**src/rtl/alu_req_ctrl.sv**
```systemverilog
// -----------------------------------------------------------------------------
// alu_req_ctrl
//   Sequential front-end that owns the input ports of a combinational ALU.
//   It takes one operation at a time on a valid/ready request interface and
//   drives opcode and operands to the ALU. It then holds alu_enable for
//   EXEC_CYCLES cycles, captures the result and returns it on a valid/ready
//   response interface. An opcode above MAX_OP is never sent to the ALU. Instead
//   it produces an error response straight away.
//
// Ports
//   clk, rst                        clock (rising edge), async active-high reset
//   req_valid/req_ready             request handshake
//   req_op/req_src1/req_src2        request opcode and operands
//   alu_enable/alu_op/src1/src2     drive to the ALU
//   alu_out/alu_overflow            ALU result (combinational)
//   rsp_valid/rsp_ready             response handshake
//   rsp_data/rsp_overflow/rsp_err   captured result, overflow flag, illegal opcode
//   ovf_cnt                         saturating count of overflowing responses
//                                   (only with ALU_REQ_CTRL_OVF_CNT_EN defined)
//
// Configuration macro: ALU_REQ_CTRL_OVF_CNT_EN
//
// States
//   state  | meaning
//   IDLE   | ready for a request
//   EXEC   | ALU enabled, counting down to capture
//   RESP   | response held until the consumer accepts it
// -----------------------------------------------------------------------------
module alu_req_ctrl #(
  parameter int               DATA_W      = 32,
  parameter int               OP_W        = 5,
  parameter logic [OP_W-1:0]  MAX_OP      = OP_W'(17),
  parameter int               EXEC_CYCLES = 1
) (
  input  logic              clk,
  input  logic              rst,
  input  logic              req_valid,
  output logic              req_ready,
  input  logic [OP_W-1:0]   req_op,
  input  logic [DATA_W-1:0] req_src1,
  input  logic [DATA_W-1:0] req_src2,
  output logic              alu_enable,
  output logic [OP_W-1:0]   alu_op,
  output logic [DATA_W-1:0] src1,
  output logic [DATA_W-1:0] src2,
  input  logic [DATA_W-1:0] alu_out,
  input  logic              alu_overflow,
  output logic              rsp_valid,
  input  logic              rsp_ready,
  output logic [DATA_W-1:0] rsp_data,
  output logic              rsp_overflow,
  output logic              rsp_err
`ifdef ALU_REQ_CTRL_OVF_CNT_EN
  ,
  output logic [7:0]        ovf_cnt
`endif
);

  localparam logic [3:0] CNT_INIT = 4'(EXEC_CYCLES - 1);

  typedef enum logic [1:0] {S_IDLE, S_EXEC, S_RESP} state_t;

  state_t              state_q, state_d;
  logic [3:0]          cnt_q, cnt_d;
  logic [OP_W-1:0]     op_q, op_d;
  logic [DATA_W-1:0]   src1_q, src1_d;
  logic [DATA_W-1:0]   src2_q, src2_d;
  logic [DATA_W-1:0]   data_q, data_d;
  logic                ovf_q, ovf_d;
  logic                err_q, err_d;
  // Keeps req_ready low until the first clock edge after reset is released.
  logic                run_q;
`ifdef ALU_REQ_CTRL_OVF_CNT_EN
  logic [7:0]          ovf_cnt_q, ovf_cnt_d;
`endif

  // State register
  always_ff @(posedge clk or posedge rst) begin
    if (rst) begin
      state_q   <= S_IDLE;
      cnt_q     <= '0;
      op_q      <= '0;
      src1_q    <= '0;
      src2_q    <= '0;
      data_q    <= '0;
      ovf_q     <= 1'b0;
      err_q     <= 1'b0;
      run_q     <= 1'b0;
`ifdef ALU_REQ_CTRL_OVF_CNT_EN
      ovf_cnt_q <= '0;
`endif
    end else begin
      state_q   <= state_d;
      cnt_q     <= cnt_d;
      op_q      <= op_d;
      src1_q    <= src1_d;
      src2_q    <= src2_d;
      data_q    <= data_d;
      ovf_q     <= ovf_d;
      err_q     <= err_d;
      run_q     <= 1'b1;
`ifdef ALU_REQ_CTRL_OVF_CNT_EN
      ovf_cnt_q <= ovf_cnt_d;
`endif
    end
  end

  // Next-state logic
  always_comb begin
    state_d = state_q;
    cnt_d   = cnt_q;
    op_d    = op_q;
    src1_d  = src1_q;
    src2_d  = src2_q;
    data_d  = data_q;
    ovf_d   = ovf_q;
    err_d   = err_q;
    unique case (state_q)
      S_IDLE: begin
        if (req_valid && req_ready) begin
          op_d   = req_op;
          src1_d = req_src1;
          src2_d = req_src2;
          if (req_op > MAX_OP) begin
            // Illegal opcode: the ALU is skipped and the error goes out directly.
            state_d = S_RESP;
            data_d  = '0;
            ovf_d   = 1'b0;
            err_d   = 1'b1;
          end else begin
            state_d = S_EXEC;
            cnt_d   = CNT_INIT;
          end
        end
      end
      S_EXEC: begin
        if (cnt_q == 4'd0) begin
          state_d = S_RESP;
          data_d  = alu_out;
          ovf_d   = alu_overflow;
          err_d   = 1'b0;
        end else begin
          cnt_d = cnt_q - 4'd1;
        end
      end
      S_RESP: begin
        if (rsp_ready) state_d = S_IDLE;
      end
      default: state_d = S_IDLE;
    endcase
  end

`ifdef ALU_REQ_CTRL_OVF_CNT_EN
  always_comb begin
    ovf_cnt_d = ovf_cnt_q;
    if (state_q == S_RESP && rsp_ready && ovf_q && ovf_cnt_q != 8'hFF)
      ovf_cnt_d = ovf_cnt_q + 8'd1;
  end

  assign ovf_cnt = ovf_cnt_q;
`endif

  // Output logic
  always_comb begin
    req_ready  = 1'b0;
    alu_enable = 1'b0;
    rsp_valid  = 1'b0;
    unique case (state_q)
      S_IDLE:  req_ready  = run_q;
      S_EXEC:  alu_enable = 1'b1;
      S_RESP:  rsp_valid  = 1'b1;
      default: ;
    endcase
  end

  assign alu_op       = op_q;
  assign src1         = src1_q;
  assign src2         = src2_q;
  assign rsp_data     = data_q;
  assign rsp_overflow = ovf_q;
  assign rsp_err      = err_q;

endmodule

```
**config.mk**
```make
export PLATFORM = sky130hd
export DESIGN_NAME = alu_req_ctrl
export DESIGN_NICKNAME = d
export VERILOG_FILES = /design/src/rtl/alu_req_ctrl.sv
export SDC_FILE = /design/constraint.sdc
export NUM_CORES = 1
export LEC_CHECK = 0
export ABC_AREA = 1
export CAP_MARGIN = 20
export CORE_UTILIZATION = 30
export CTS_CLUSTER_DIAMETER = 60
export DETAILED_ROUTE_END_ITERATION = 10
export PLACE_DENSITY = 0.68
export SETUP_SLACK_MARGIN = 0.02
export SLEW_MARGIN = 25
export SYNTH_ARGS = -nofsm -noshare
export SYNTH_HDL_FRONTEND = slang
export SYNTH_SLANG_ARGS = --single-unit
```
**constraint.sdc**
```tcl
create_clock -name clk -period 9.2 [get_ports clk]
set_input_delay 1.84 -clock clk [delete_from_list [all_inputs] [get_ports clk]]
set_output_delay 1.84 -clock clk [all_outputs]
set_load 0.02 [all_outputs]
```
==> results of run 1 <==
final cells by class:
class,instances,share of cell area (%)
sequential,110,39.4
timing repair buffer,213,30.5
multi-input combinational,279,17.4
inverter,80,4.34
clock buffer,14,4.21
tap,184,3.30
clock inverter,2,0.860
where the power goes:
part	switching (mW)	internal, mW	total [mW]
combinational	0.566	0.488	1.05
clock	0.165	0.276	0.441
sequential	0.123	0.694	0.817
worst reg2reg max path, delay by kind of cell, from the launching register on:
family | cells | cell delay (ps)
simple gates | 3 | 810
flops | 1 | 440
buf+inv | 1 | 510
compound gates | 1 | 110
worst max-delay path by stage:
stage                       endpoint  slack, ps              startpoint
2_1_floorplan  alu_op[0]$_DFFE_PP0P_       4460                     rst
4_1_cts                    req_ready       5670  state_q[1]$_DFFE_PP0P_
3_5_place_dp     src1[2]$_DFFE_PP0P_       5440               req_valid
3_3_place_gp    src2[21]$_DFFE_PP0P_       5530               req_valid
5_1_grt          src1[0]$_DFFE_PP0P_       5570               req_valid
6_report                  alu_enable       5700  state_q[1]$_DFFE_PP0P_
cells in the mapped netlist:
library cell and count:
inv_1 77, nand2_1 184, nand3_1 5, ha_1 2, nand3_2 1, nand2_4 1, nor2_1 3, conb_1 1
nor2_2 1, nand2_2 2, o21ai_0 58, o21ai_1 16, buf_2 2, or2_0 1, dfrtp_1 110, nor3_1 1
inv_2 3, buf_6 9, buf_4 9, nor2_4 2, xor2_1 1, clkbuf_1 1
flip-flops by register name, summed over array words and instances, names as in the netlist, 2 cells and up:
name and cells:
rsp_data 32, alu_op 5, cnt_q 4, src1 32, state_q 2, src2 32
cells by family after synthesis:
| family | after synthesis | share of synthesized area, % |
|---|---|---|
| AO/OA/AOI/OAI | 74 | 8.33 |
| XOR/XNOR | 1 | 0.197 |
| adder cells (fa/ha/maj) | 2 | 0.563 |
| buffers and inverters | 101 | 10.9 |
| flip-flops | 110 | 61.9 |
| other | 1 | 0.0844 |
| AND/OR/NAND/NOR | 201 | 18.0 |
routing by layer:
metal  vias up  share of wire, %  wire length, um
met3        11                11             1200
met1      1683                43             4590
met5         -                 0                0
li1       1872                 -                -
met2       151                45             4800
met4         0               1.4              155
metrics by stage:
step                      hold slack [ps]  worst slack, ps  total power [mW]  utilization (%)  std cells
after CTS                             475             5670              2.35             48.2        882
after floorplan                       442             4460              1.37                -        490
after detailed placement              460             5440              1.89             45.8        866
final                                 472             5700              2.31             48.2        882
after global routing                  498             5570              2.47             48.2        882
after global placement                452             5530              1.86             45.8        866
==> flow_summary.ini, run 1 <==
[finish]
area_growth_pct = 57.1
nets = 801
final_common_cell = clkdlybuf4s50_1
nFillCells = 1335
fin_area_sq_um = 6980
layout-drive-gt1-share_pct = 4.15
register_area_sq_um = 2750
final_cell_mix = clkdlybuf4s50_1, nand2_1, dfrtp_1
antenna_cells = 0
multi_input_area_sq_um = 1220

[global_route]
antenna_found_initial = 0
groute.layer.met2.usage_pct = 22.2
grtUsageMet1_pct = 17.2
track_usage_pct = 14.1
grt_max_degree = 90
grt_pass1_wl_um = 16700
busiest_layer = met2
grt_overflow = 0
grt_pass1_vias = 3620
grtUsageMet3_pct = 5.22

[setup_path]
cp.depth = 2
cp-end-kind = primary output
path_cells = nor2_4 -> clkdlybuf4s50_1
r2r_slack_ps = 7170
reg2reg_from = state_q[1]$_DFFE_PP0P_
regToRegEndpoint = src1[0]$_DFFE_PP0P_
worstPathArrival_ps = 1660
crit_buf_inv = 1
crit_path_max_fanout = 6
path_class = reg -> out
r2r_cells = 5
required_ps = 7360
cp-start-kind = flop
cp_slowest_stage_delay_ps = 660
slowest_stage = clkdlybuf4s50_1
critPathTopFamily = buffers and inverters

[synthesis]
ys_seq_elements = 110
yosys-top-cells-area = dfrtp_1, nand2_1, o21ai_0
synth.top_cell.area_share_pct = 61.9
syn_area_sq_um = 4440
yosysSeqAreaShare_pct = 61.9
ys_types = 22
synthCells = 490
yosysTopAreaCell = dfrtp_1
avgSynthCellArea_sq_um = 9.07
syn_nets = 598
synth_warnings = 0

[floorplanning]
core_area_sq_um = 14500
die_h_um = 124
initial_utilization_pct = 30.7
dieArea_sq_um = 15300
io_pins = 212
chipWidth_um = 124
rows = 44

[min_path]
hp-start = rsp_data[20]$_DFFE_PP0P_
min_path_cells = 2
hold_end = rsp_data[20]$_DFFE_PP0P_
worstHoldPathType = reg -> reg

[cts]
cts-root-buf = clkbuf_16
clockBufferDepth = 2
cts_tree = built
clock_sinks = 110
cts.hold.buffers_added = 0
clk_latency_ps = 340
path_clk_slew_ps = 70
cts_resized = 0
cts_made_buffers = 9
cts_max_level = 3
postCtsSetupBuffers = 0

[sta]
max_slew_margin_pct = 52.1
finClkSkew_ps = 8.15
worst_slew_pin_slew_ps = 718
period_share_pct = 38.1
setup-violations-final = 0
hold_violations = 0
finalMaxSlewViolations = 0
max_freq_mhz = 286
min_period_ps = 3500
finalSetupTns_ps = 0
rsz0062_at_grt = false

[route]
drcViolationCount = 0
ant_nets = 0
wl_per_cell_um = 12.2
wl_um = 10700
num_vias = 3717
viasPerCell = 4.21
drtIter0Drc = 169
drt_first_pass_iters = 4

[power]
power.density_nw_per_um2 = 331
p_leak_nw = 3.45
ir_drop_uv = 104

[placement]
gp_congestion = 0.720
place_area_sq_um = 6630
port_buffers = 211
hpwl_um = 7850

[job]
drv_cap = 0

[outcome]
status = finished, final reports clean
Power figures use the tool's default switching activity.
==> run 2, diff against run 1 <==
Clock period 9.2 ns to 3.3 ns, I/O delays scaled along.
==> flow_summary.ini, run 2 (same netlist as run 1, synthesis figures left out) <==
[finish]
nets = 802
area_growth_pct = 57.0
layout-drive-gt1-share_pct = 4.15
nFillCells = 1364
antenna_cells = 0
utilization_pct = 48.2
final_cell_mix = clkdlybuf4s50_1, nand2_1, dfrtp_1
final_common_cell = clkdlybuf4s50_1

[placement]
hpwl_um = 8080
port_buffers = 211
gp_congestion = 0.742
place_ws_ps = 974

[global_route]
grt_max_degree = 95
grt_pass1_wl_um = 17200
grt_pass1_vias = 3564
track_usage_pct = 14.5
grt_overflow = 0
antenna_found_initial = 0

[setup_path]
worstPathArrival_ps = 1660
path_class = reg -> out
cp-end-kind = primary output
required_ps = 2640
cp-start-kind = flop
reg2reg_from = state_q[1]$_DFFE_PP0P_
crit_path_start = state_q[1]$_DFFE_PP0P_
crit_path_max_fanout = 6

[floorplanning]
dieArea_sq_um = 15300
chipWidth_um = 124
core_area_sq_um = 14500
rows = 44
die_h_um = 124
io_pins = 212
initial_utilization_pct = 30.7

[sta]
period_share_pct = 70.4
max_slew_margin_pct = 46.4
finalSetupTns_ps = 0
holdWs_ps = 475
rsz0062_at_grt = false
hold_violations = 0
finClkSkew_ps = 8.70
fin_ws_ps = 976
finalMaxSlewViolations = 0
worst_slew_pin_slew_ps = 804
min_period_ps = 2320
max_freq_mhz = 430
setup-violations-final = 0

[route]
num_vias = 3702
wl_um = 10900
drt_first_pass_iters = 4
drtIter0Drc = 215
drcViolationCount = 0
ant_nets = 0
viasPerCell = 4.19
wl_per_cell_um = 12.4

[power]
p_leak_nw = 3.45
total_power_mw = 6.38
ir_drop_uv = 357
power.density_nw_per_um2 = 915

[cts]
postCtsSetupBuffers = 0
cts.hold.buffers_added = 0
cts-root-buf = clkbuf_16
path_clk_slew_ps = 70
cts_made_buffers = 9
cts_max_level = 3
cts_tree = built
cts_resized = 0
clock_sinks = 110
clk_latency_ps = 340
clockBufferDepth = 2

[job]
drv_cap = 0

[min_path]
hp-start = rsp_data[19]$_DFFE_PP0P_
worstHoldPathType = reg -> reg

[outcome]
status = finished, final reports clean
run 2: cell count changes in the layout (fill, tap and decap cells not counted):
| cell | change |
|---|---|
| buf_12 | +1 |
| clkbuf_1 | +1 |
| clkbuf_8 | -4 |
| clkinv_2 | +1 |
| clkinv_4 | +2 |
| clkinvlp_4 | +1 |
| inv_4 | -1 |
run 2: layer usage:
layer / routed length [um] / GRT usage, %
met5: 0 / 0
met2: 4790 / 21.9
met3: 1120 / 4.81
met1: 4820 / 18.8
met4: 211 / 6.78
run 2: worst max-delay path, cell delays in order, from the launching register on:
cell and delay (ps):
dfrtp_1 440, nor2_4 220, clkdlybuf4s50_1 660
run 2: cell type report:
class / count / area, sq um / share of cell area, %
Clock buffer: 11 / 243 / 3.48
Inverter: 80 / 304 / 4.36
Tap cell: 184 / 230 / 3.30
Clock inverter: 5 / 82.6 / 1.18
Timing Repair Buffer: 214 / 2150 / 30.8
Sequential cell: 110 / 2750 / 39.5
Multi-Input combinational cell: 279 / 1220 / 17.4
run 2: per-stage QoR:
| stage | cell area, sq um | cells |
|---|---|---|
| floorplan | 4450 | 490 |
| global placement | 6650 | 867 |
| detailed placement | 6650 | 867 |
| CTS | 6980 | 883 |
| global route | 6980 | 883 |
| finish | 6980 | 883 |
run 2: power breakdown:
group          internal, mW  leakage (nW)  switching, mW
sequential             1.93          1.40          0.349
clock                 0.688         0.160          0.475
combinational          1.37          1.89           1.57
total                  3.99          3.45           2.39
run 2: final timing paths:
| kind | depth (start not counted) | end | slack (ps) |
|---|---|---|---|
| max in group asynchronous | 3 | src1[28]$_DFFE_PP0P_ | 1820 |
| hold / removal | 2 | rsp_data[19]$_DFFE_PP0P_ | 480 |
| min in group asynchronous | 3 | src1[2]$_DFFE_PP0P_ | 860 |
| setup / recovery | 2 | alu_enable | 980 |
| hold reg to reg | 2 | rsp_data[19]$_DFFE_PP0P_ | 480 |
| setup reg to reg | 6 | cnt_q[2]$_DFFE_PP0P_ | 1530 |
==> run 3, diff against run 2 <==
Clock period 3.3 ns to 2.3 ns, I/O delays scaled along.
==> flow_summary.ini, run 3 (same netlist as run 1, synthesis figures left out) <==
[route]
drcViolationCount = 0
wl_met2_um = 4690
ant_nets = 0
dr.max_layer_used = met4
num_vias = 3629
wl_um = 10600
wl_per_cell_um = 12.0
wl_met3_um = 1060
drtIter0Drc = 197
drt_first_pass_iters = 4
viasPerCell = 4.11
wl_met1_um = 4700

[sta]
finalMaxSlewViolations = 0
finClkSkew_ps = 9.96
min_period_ps = 2130
setup-violations-final = 0
rsz0062_at_grt = false
finalSetupTns_ps = 0
hold_violations = 0
max_freq_mhz = 469
max_slew_margin_pct = 56.5
period_share_pct = 92.7
worst_slew_pin_slew_ps = 651

[outcome]
status = finished, final reports clean

[cts]
path_clk_slew_ps = 70
cts_max_level = 3
cts-root-buf = clkbuf_16
clockBufferDepth = 2
cts_resized = 0
clock_sinks = 110
cts_tree = built
postCtsSetupBuffers = 0
cts.hold.buffers_added = 0
cts_made_buffers = 9
clk_latency_ps = 340

[finish]
nets = 802
nFillCells = 1363
final_common_cell = clkdlybuf4s50_1
final_cell_mix = clkdlybuf4s50_1, nand2_1, dfrtp_1
register_area_sq_um = 2750
multi_input_area_sq_um = 1220
antenna_cells = 0
layout-drive-gt1-share_pct = 4.01
stdcell_count = 882
area_growth_pct = 56.7

[setup_path]
path_cells = nor3_1 -> clkdlybuf4s50_1
slowest_stage = clkdlybuf4s50_1
path_class = reg -> out
worstPathArrival_ps = 1670
crit_path_max_fanout = 4
required_ps = 1840
cp-end-kind = primary output
crit_buf_inv = 1
cp_slowest_stage_delay_ps = 670
critPathTopFamily = buffers and inverters
cp-start-kind = flop

[global_route]
grt_pass1_vias = 3544
antenna_found_initial = 0
grt_pass1_wl_um = 16700
grt_overflow = 0
grt_max_degree = 111
track_usage_pct = 14.3

[floorplanning]
initial_utilization_pct = 30.7
chipWidth_um = 124
rows = 44
io_pins = 212
die_h_um = 124
core_area_sq_um = 14500
dieArea_sq_um = 15300

[job]
drv_cap = 0

[placement]
port_buffers = 211
hpwl_um = 7720
gp_congestion = 0.715
dp_cells = 867

[power]
p_comb_share_pct = 46.8
p_leak_nw = 3.44
power.density_nw_per_um2 = 1290
clkPwrFrac_pct = 16.8
p_sw_mw = 3.40
p_int_mw = 5.62
sw_frac_of_total_pct = 37.7
ir_drop_uv = 479
p_seq_share_pct = 36.4

[min_path]
worstHoldPathType = reg -> reg
[run 3: changes by cell type in the layout (fill, tap and decap cells not counted), sizes merged]
cell / change
bufinv: -1
clkinv: -1
clkinvlp: +1
[run 3: area by class of cell]
| cell class | count | share of cell area [%] |
|---|---|---|
| Clock buffer | 11 | 3.48 |
| Multi-Input combinational cell | 279 | 17.5 |
| Tap cell | 184 | 3.31 |
| Timing Repair Buffer | 214 | 31.2 |
| Clock inverter | 4 | 0.683 |
| Inverter | 80 | 4.37 |
| Sequential cell | 110 | 39.5 |
[run 3: final timing paths]
| kind | to | cells past startpoint | slack (ps) | start |
|---|---|---|---|---|
| max in group asynchronous | alu_op[3]$_DFFE_PP0P_ | 3 | 1230 | rst |
| setup reg to reg | rsp_data[25]$_DFFE_PP0P_ | 6 | 630 | cnt_q[0]$_DFFE_PP0P_ |
| setup / recovery | req_ready | 2 | 170 | state_q[1]$_DFFE_PP0P_ |
| hold reg to reg | cnt_q[0]$_DFFE_PP0P_ | 2 | 480 | cnt_q[0]$_DFFE_PP0P_ |
| min in group asynchronous | src1[3]$_DFFE_PP0P_ | 3 | 660 | rst |
| hold / removal | cnt_q[0]$_DFFE_PP0P_ | 2 | 480 | cnt_q[0]$_DFFE_PP0P_ |
[run 3: stage by stage]
stage / cell area (sq um) / total power, mW / worst slack (ps) / util [%] / hold WS (ps)
after floorplan: 4450 / 5.47 / 511 / - / 442
after global placement: 6680 / 7.48 / 443 / 46.1 / 455
after detailed placement: 6680 / 7.58 / 411 / 46.1 / 462
after CTS: 6970 / 9.14 / 139 / 48.1 / 481
after global routing: 6970 / 9.68 / 48.6 / 48.1 / 502
final: 6970 / 9.02 / 169 / 48.1 / 478
[run 3: power groups by stage]
stage / Clock, mW / Sequential (mW) / Combinational, mW
5_1_grt: 1.65 / 3.39 / 4.64
3_5_place_dp: 0 / 3.30 / 4.28
4_1_cts: 1.58 / 3.29 / 4.28
6_report: 1.52 / 3.28 / 4.22
3_3_place_gp: 0 / 3.27 / 4.20
2_1_floorplan: 0 / 4.23 / 1.24
[run 3: metal layers]
layer / up-vias / GRT usage, %
met2: 151 / 21.5
met3: 12 / 4.95
met5: - / 0
li1: 1868 / -
met1: 1598 / 18.4
met4: 0 / 6.55
[run 3: worst reg2reg max path, stage by stage (launching register included)]
cell	delay, ps
dfrtp_1	380
inv_1	140
ha_1	180
nand2_1	120
nor2_4	550
nand2_1	120
nand2_1	100
